[config.mk]
export PLATFORM = sky130hd
export DESIGN_NAME = tag_logic
export DESIGN_NICKNAME = d
export VERILOG_FILES = /design/src/rtl/tag_logic_pkg.sv /design/src/rtl/tag_logic.sv
export SDC_FILE = /design/constraint.sdc
export NUM_CORES = 1
export LEC_CHECK = 0
export CORE_MARGIN = 3
export CORE_UTILIZATION = 47
export CTS_BUF_LIST = sky130_fd_sc_hd__clkbuf_4
export DETAILED_ROUTE_END_ITERATION = 8
export PLACE_DENSITY = 0.8
export RECOVER_POWER = 100
export SYNTH_ARGS = -nofsm -noshare
export SYNTH_HDL_FRONTEND = slang
export SYNTH_SLANG_ARGS = --single-unit
[constraint.sdc]
create_clock -name clk -period 2 [get_ports clk]
set_clock_uncertainty 0.1 [all_clocks]
set_input_delay 0.4 -clock clk [delete_from_list [all_inputs] [get_ports clk]]
set_output_delay 0.4 -clock clk [all_outputs]
set_load 0.01 [all_outputs]
[src/rtl/tag_logic_pkg.sv]
// Shared definitions for the per-slot tag state machine.
package tag_logic_pkg;

  localparam int TAG_STATE_W = 2;

  typedef enum logic [TAG_STATE_W-1:0] {
    TAG_FREE    = 2'd0,
    TAG_LDMEM   = 2'd1,
    TAG_COMPUTE = 2'd2,
    TAG_STMEM   = 2'd3
  } tag_state_e;

endpackage

[src/rtl/tag_logic.sv]
// Per-buffer tag slot: FREE -> LDMEM -> COMPUTE -> STMEM -> FREE, with a
// pending-reuse counter that holds the slot in COMPUTE for extra passes.
module tag_logic
  import tag_logic_pkg::*;
#(
  parameter int REUSE_CNT_W = 4
) (
  input  logic clk,
  input  logic reset,
  input  logic tag_req,
  input  logic tag_reuse,
  input  logic tag_bias_prev_sw,
  input  logic tag_ddr_pe_sw,
  input  logic tag_done,
  input  logic tag_flush,
  input  logic next_sync_compute_tag,
  input  logic ldmem_tag_done,
  input  logic compute_tag_done,
  input  logic stmem_tag_done,
  output logic tag_ready,
  output logic ldmem_tag_ready,
  output logic compute_tag_ready,
  output logic stmem_tag_ready,
  output logic next_compute_tag,
  output logic compute_bias_prev_sw,
  output logic stmem_ddr_pe_sw
);

  localparam logic [REUSE_CNT_W-1:0] CNT_MAX = '1;

  tag_state_e             state_q, state_d;
  logic                   flush_q, flush_d;
  logic [REUSE_CNT_W-1:0] reuse_cnt_q, reuse_cnt_d;
  logic                   bias_sw_q, bias_sw_d;
  logic                   ddr_sw_q, ddr_sw_d;

  logic reuse_inc;
  logic reuse_dec;
  logic exit_compute;
  logic tag_done_unused;

  assign tag_done_unused = tag_done;

  // A same-cycle reuse is counted before the compute pass consumes one, so it
  // both blocks the exit and cancels the decrement.
  assign reuse_inc = tag_reuse & ~next_sync_compute_tag &
                     ((state_q == TAG_LDMEM) | (state_q == TAG_COMPUTE));
  assign reuse_dec = (state_q == TAG_COMPUTE) & compute_tag_done &
                     ((reuse_cnt_q != '0) | reuse_inc);
  assign exit_compute = (state_q == TAG_COMPUTE) & compute_tag_done &
                        (reuse_cnt_q == '0) & ~reuse_inc & (flush_q | tag_flush);

  always_comb begin
    state_d     = state_q;
    flush_d     = flush_q;
    reuse_cnt_d = reuse_cnt_q;
    bias_sw_d   = bias_sw_q;
    ddr_sw_d    = ddr_sw_q;

    if (reuse_inc && !reuse_dec) begin
      if (reuse_cnt_q != CNT_MAX) reuse_cnt_d = reuse_cnt_q + 1'b1;
    end else if (reuse_dec && !reuse_inc) begin
      reuse_cnt_d = reuse_cnt_q - 1'b1;
    end

    if (tag_flush && (state_q != TAG_FREE)) flush_d = 1'b1;

    unique case (state_q)
      TAG_FREE: begin
        if (tag_req) begin
          state_d   = TAG_LDMEM;
          bias_sw_d = tag_bias_prev_sw;
          ddr_sw_d  = tag_ddr_pe_sw;
        end
      end
      TAG_LDMEM: begin
        if (ldmem_tag_done) state_d = TAG_COMPUTE;
      end
      TAG_COMPUTE: begin
        if (exit_compute) state_d = TAG_STMEM;
      end
      TAG_STMEM: begin
        if (stmem_tag_done) begin
          state_d     = TAG_FREE;
          flush_d     = 1'b0;
          reuse_cnt_d = '0;
        end
      end
      default: state_d = TAG_FREE;
    endcase
  end

  always_ff @(posedge clk or posedge reset) begin
    if (reset) begin
      state_q     <= TAG_FREE;
      flush_q     <= 1'b0;
      reuse_cnt_q <= '0;
      bias_sw_q   <= 1'b0;
      ddr_sw_q    <= 1'b0;
    end else begin
      state_q     <= state_d;
      flush_q     <= flush_d;
      reuse_cnt_q <= reuse_cnt_d;
      bias_sw_q   <= bias_sw_d;
      ddr_sw_q    <= ddr_sw_d;
    end
  end

  assign tag_ready            = (state_q == TAG_FREE);
  assign ldmem_tag_ready      = (state_q == TAG_LDMEM);
  assign compute_tag_ready    = (state_q == TAG_COMPUTE);
  assign stmem_tag_ready      = (state_q == TAG_STMEM);
  assign next_compute_tag     = exit_compute;
  assign compute_bias_prev_sw = bias_sw_q;
  assign stmem_ddr_pe_sw      = ddr_sw_q;

endmodule

Yosys cells after proc, flatten, opt, wreduce, memory -nomap -nowiden
Cells that the tools add are included.

word-level totals
  output and inout bits = 7
  logic and storage cells = 51
  flip-flop bits (word level) = 9

cells by class
  reductions and logical operators = 11
  add/sub/neg operators = 2
  bitwise gates (word level) = 12
  multiplexer cells = 13
  equal/unequal tests = 8

operator list
  cell                   count
  $mux W4                5
  $mux W2                4
  $pmux W2 S4            1
  $and A1 B1 Y1          7
  $ne A2 B2 Y1 const B   3
  $add A4 B1 Y4 const B  1
  $eq A2 B2 Y1 const B   2
  $logic_not A4 Y1       1
  $ne A4 B4 Y1 const B   1
  $reduce_and A4 Y1      1
  $reduce_bool A4 Y1     1
  $sub A4 B1 Y4 const B  1
  $logic_and A1 B1 Y1    3
  $mux W1                3
  $or A1 B1 Y1           3
  $eq A2 B1 Y1 const B   1
  $logic_not A1 Y1       2
  $logic_not A2 Y1       1
  $ne A2 B1 Y1 const B   1
  $not A1 Y1             2
  $reduce_and A2 Y1      1
  $reduce_bool A2 Y1     1

Longest topological paths before layout
  word-level depth = 10
  mapped depth = 6
  gate-level depth less buffers = 6

Worst setup path before layout
Ideal clock, no wire load.

  path kind = reg2reg
  from = reg state_q[0]
  to = reg state_q[1]
  path buffers = 0
  arrival time = 1.537 ns
  required time = 1.773 ns
  clock period less this slack = 1.765 ns
  stages on the path, launching flop included = 7
  setup time = 0.127 ns
  slack = 0.235 ns
  cell sequence = dfrtp_1 > inv_1 > ha_1 > and2_1 > o2111ai_1 > a21o_1 > mux2_1

between the ends
  cells in the longest elaborated chain, start to end = 8
  elaborated cells between the ends (all ways) = 17

RTL lines
  what                         RTL line          source
  start, declared              tag_logic.sv:31   tag_state_e state_q, state_d;
  start signal, assigned       tag_logic.sv:101  state_q <= state_d;
  $eq A2 B2 Y1 *               n/a
  net compute_tag_ready        tag_logic.sv:22   output logic compute_tag_ready,
  $or A1 B1 Y1                 tag_logic.sv:47   ((state_q == TAG_LDMEM) | (state_q == TAG_COMPUTE));
  $and A1 B1 Y1                tag_logic.sv:46   assign reuse_inc = tag_reuse & ~next_sync_compute_tag &
  $not A1 Y1                   tag_logic.sv:51   (reuse_cnt_q == '0) & ~reuse_inc & (flush_q | tag_flush);
  $and A1 B1 Y1 (2 in a row)   tag_logic.sv:51
  $ne A2 B1 Y1 (no line)       n/a
  $reduce_and A4 Y1 (no line)  n/a

The timed path passes the listed nets; every way through them passes the cells marked *.
A chain may end at the register's enable or synchronous reset.

Worst setup path after layout
  from = reg state_q[1]
  to = out tag_ready

between the ends
  cells in the longest elaborated chain, start to end = 1

RTL lines
  what              RTL line          source
  $logic_not A2 Y1  tag_logic.sv:109  assign tag_ready = (state_q == TAG_FREE);
  end, declared     tag_logic.sv:20   output logic tag_ready,

Every way passes these cells.

==> flow_metrics.tcl <==
set metrics [dict create \
    cp_slowest_cell "clkdlybuf4s50_1" \
    wl_per_cell_um 13.1 \
    met1_usage_pct 24.7 \
    hold_viol 0 \
    synth_largest_area_cell "dfrtp_1" \
    grt_pass1_wl_um 2550 \
    antenna_found_initial 0 \
    area_delta_synth_final_pct 58.0 \
    layout-drive-gt1-share_pct 32.4 \
    die-area_mm2 0.00180 \
    gr-usage-met2_pct 30.1 \
    drtIter0Drc 11 \
    fmax_mhz 525 \
    die_h_um 42.5 \
    postPlaceCellArea_um2 933 \
    crit_family "buffers and inverters" \
    layout_commonest_cell "buf_4" \
    vias 611 \
    ctsHtreeMaxLevel 1 \
    vdd_drop_max_mv 1.11 \
    ys_types 26 \
    insertion_delay_ps 240 \
    numCtsBuffers 3 \
    synthCells 64 \
    min_period_ps 1900 \
    postCtsHoldBufs 0 \
    leakage_nw 0.484 \
    ys_seq_area_share_pct 36.0 \
    layout.cells.non_filler 116 \
    crit_path_start_kind "flop" \
    endpoint_kind "output pin" \
    antenna_left 0 \
    busiest_layer "met2" \
    rsz0062_at_grt "true" \
    antenna_cells 0 \
    path_cells "inv_2 -> ha_4 -> clkdlybuf4s50_1" \
    required_ps 1500 \
    finalSetupViolations 0 \
    ios 19 \
    cts_tree "built" \
    rows 12 \
    cts.path.max_buffers 2 \
    synth_nets 83 \
    grt_usage_pct 17.8 \
    period_share_pct 95.2 \
    slew_headroom_pct 79.2 \
    worstPathArrival_ps 1400 \
    dieWidth_um 42.5 \
    max_stage_delay_ps 530 \
    final_cell_mix "buf_4 (17), clkdlybuf4s50_1 (10), dfrtp_1 (9)" \
    power_density_mw_per_mm2 1510 \
    hpwl_um 1250 \
    path_buf_inv 2 \
    dp_cells 111 \
    status "complete, no violations" \
    hold_path.class "flop to flop" \
    vias_per_cell 5.27 \
    portBuffers 17 \
    grt_remaining_overflow 0 \
    crit_path_max_fanout 4 \
    gp_congestion 0.799 \
    yosys-top-cells-area "dfrtp_1 (36%), ha_1 (14%), inv_1 (5.4%)" \
    core_mm2 0.00117 \
    worstSetupPathType "flop to output pin" \
    syn_avg_cell_area_um2 9.78 \
    cts.clk_slew.worst_paths_ps 50 \
    grt_pass1_vias 602 \
    num-nets-final 122 \
    postLayoutCellArea_um2 988 \
    grt_start_max_net_pins 10 \
    synth-seq-cells 9 \
    routed_wl_um 1520 \
    use_met3_pct 2.58 \
    drv_cap 0 \
    initial_core_util_pct 53.4 \
    firstDrtPassIters 4 \
    clockRootBuffer "clkbuf_4" \
    synth_top_area_share_pct 36.0 \
    synth_area_um2 626 \
    fillerInstances 69 \
    clock-sinks 9 \
    yosysWarnings 0 \
    remaining_drc_errors 0 \
    final_max_slew_viol_count 0 \
    worst_pin_slew_ps 311 \
]
[layout make-up]
class                      instances  area, um2  area share (%)
clock buffer                       4       30.0            3.04
inverter                           9       33.8            3.42
multi-input combinational         46        392            39.6
sequential                         9        225            22.8
tap                               14       17.5            1.77
timing repair buffer              34        290            29.4
[where the power goes]
group          internal, mW  switching, mW  leakage [nW]
sequential            0.277         0.0694         0.107
clock                0.0895         0.0498        0.0184
combinational         0.543          0.464         0.359
[path summary, 6_finish.rpt]
kind / start / endpoint / slack (ps) / depth (start not counted)
worst max-delay path: state_q[1] / tag_ready / 100 / 3
worst min-delay path: compute_bias_prev_sw / compute_bias_prev_sw / 410 / 1
worst max register to register: reuse_cnt_q[0] / state_q[1] / 170 / 7
worst min register to register: compute_bias_prev_sw / compute_bias_prev_sw / 410 / 1
max in group asynchronous: reset / compute_bias_prev_sw / 1120 / 2
min in group asynchronous: reset / reuse_cnt_q[1] / 440 / 2
[what timing repair did]
| item | CTS | global route |
|---|---|---|
| endpoints found under the setup margin | 3 | 7 |
| setup buffers | 0 | 1 |
| resized for setup | 5 | 9 |
| pin swaps | 0 | 1 |
[cell usage after synthesis]
cell / instances
a32o_1: 1
inv_1: 9
dfrtp_1: 9
ha_1: 7
nand3_1: 3
and3b_1: 1
nand2_1: 2
nor3b_2: 1
nor3_2: 1
o21a_1: 1
o211a_1: 1
and3_1: 1
a21o_1: 1
a41o_1: 1
a21oi_1: 2
nand3b_1: 1
o221ai_1: 1
o2111ai_1: 1
mux2_2: 3
nor3_1: 5
nand2b_1: 1
mux2_1: 1
nor2_1: 3
and2_1: 2
a211oi_1: 4
a221oi_1: 1
[cells by family (layout without fill, tap and decap cells)]
logic type               after synthesis  count (layout)  synth area share, %
flip-flops                             9               9                 36.0
AND/OR/NAND/NOR                       21              21                 19.6
adder cells (fa/ha/maj)                7               7                 14.0
multiplexers                           4               4                 7.20
AO/OA/AOI/OAI                         14              14                 17.8
buffers and inverters                  9              47                 5.40
[sequential cells by signal, summed over array words and instances, names as in the netlist]
signal	cells
reuse_cnt_q	4
state_q	2
stmem_ddr_pe_sw	1
flush_q	1
compute_bias_prev_sw	1
[stage by stage]
| step | TNS, ps | utilization, % | setup slack, ps | power (mW) | hold slack (ps) |
|---|---|---|---|---|---|
| after floorplan | 0 | - | 235 | 0.838 | 128 |
| after global placement | -272 | 79.7 | -244 | 1.26 | 396 |
| after detailed placement | -325 | 79.7 | -271 | 1.30 | 405 |
| after CTS | -49.0 | 82.2 | -49.0 | 1.43 | 317 |
| after global routing | -1.29 | 84.4 | -1.29 | 1.63 | 443 |
| final | 0 | 84.4 | 96.2 | 1.49 | 407 |
[layer usage]
layer  vias up  wire length, um
met5         -                0
met4         0                0
met3         0              111
li1        316                -
met1       272              707
met2        23              700
No activity file was read; power rests on OpenSTA's default activity.
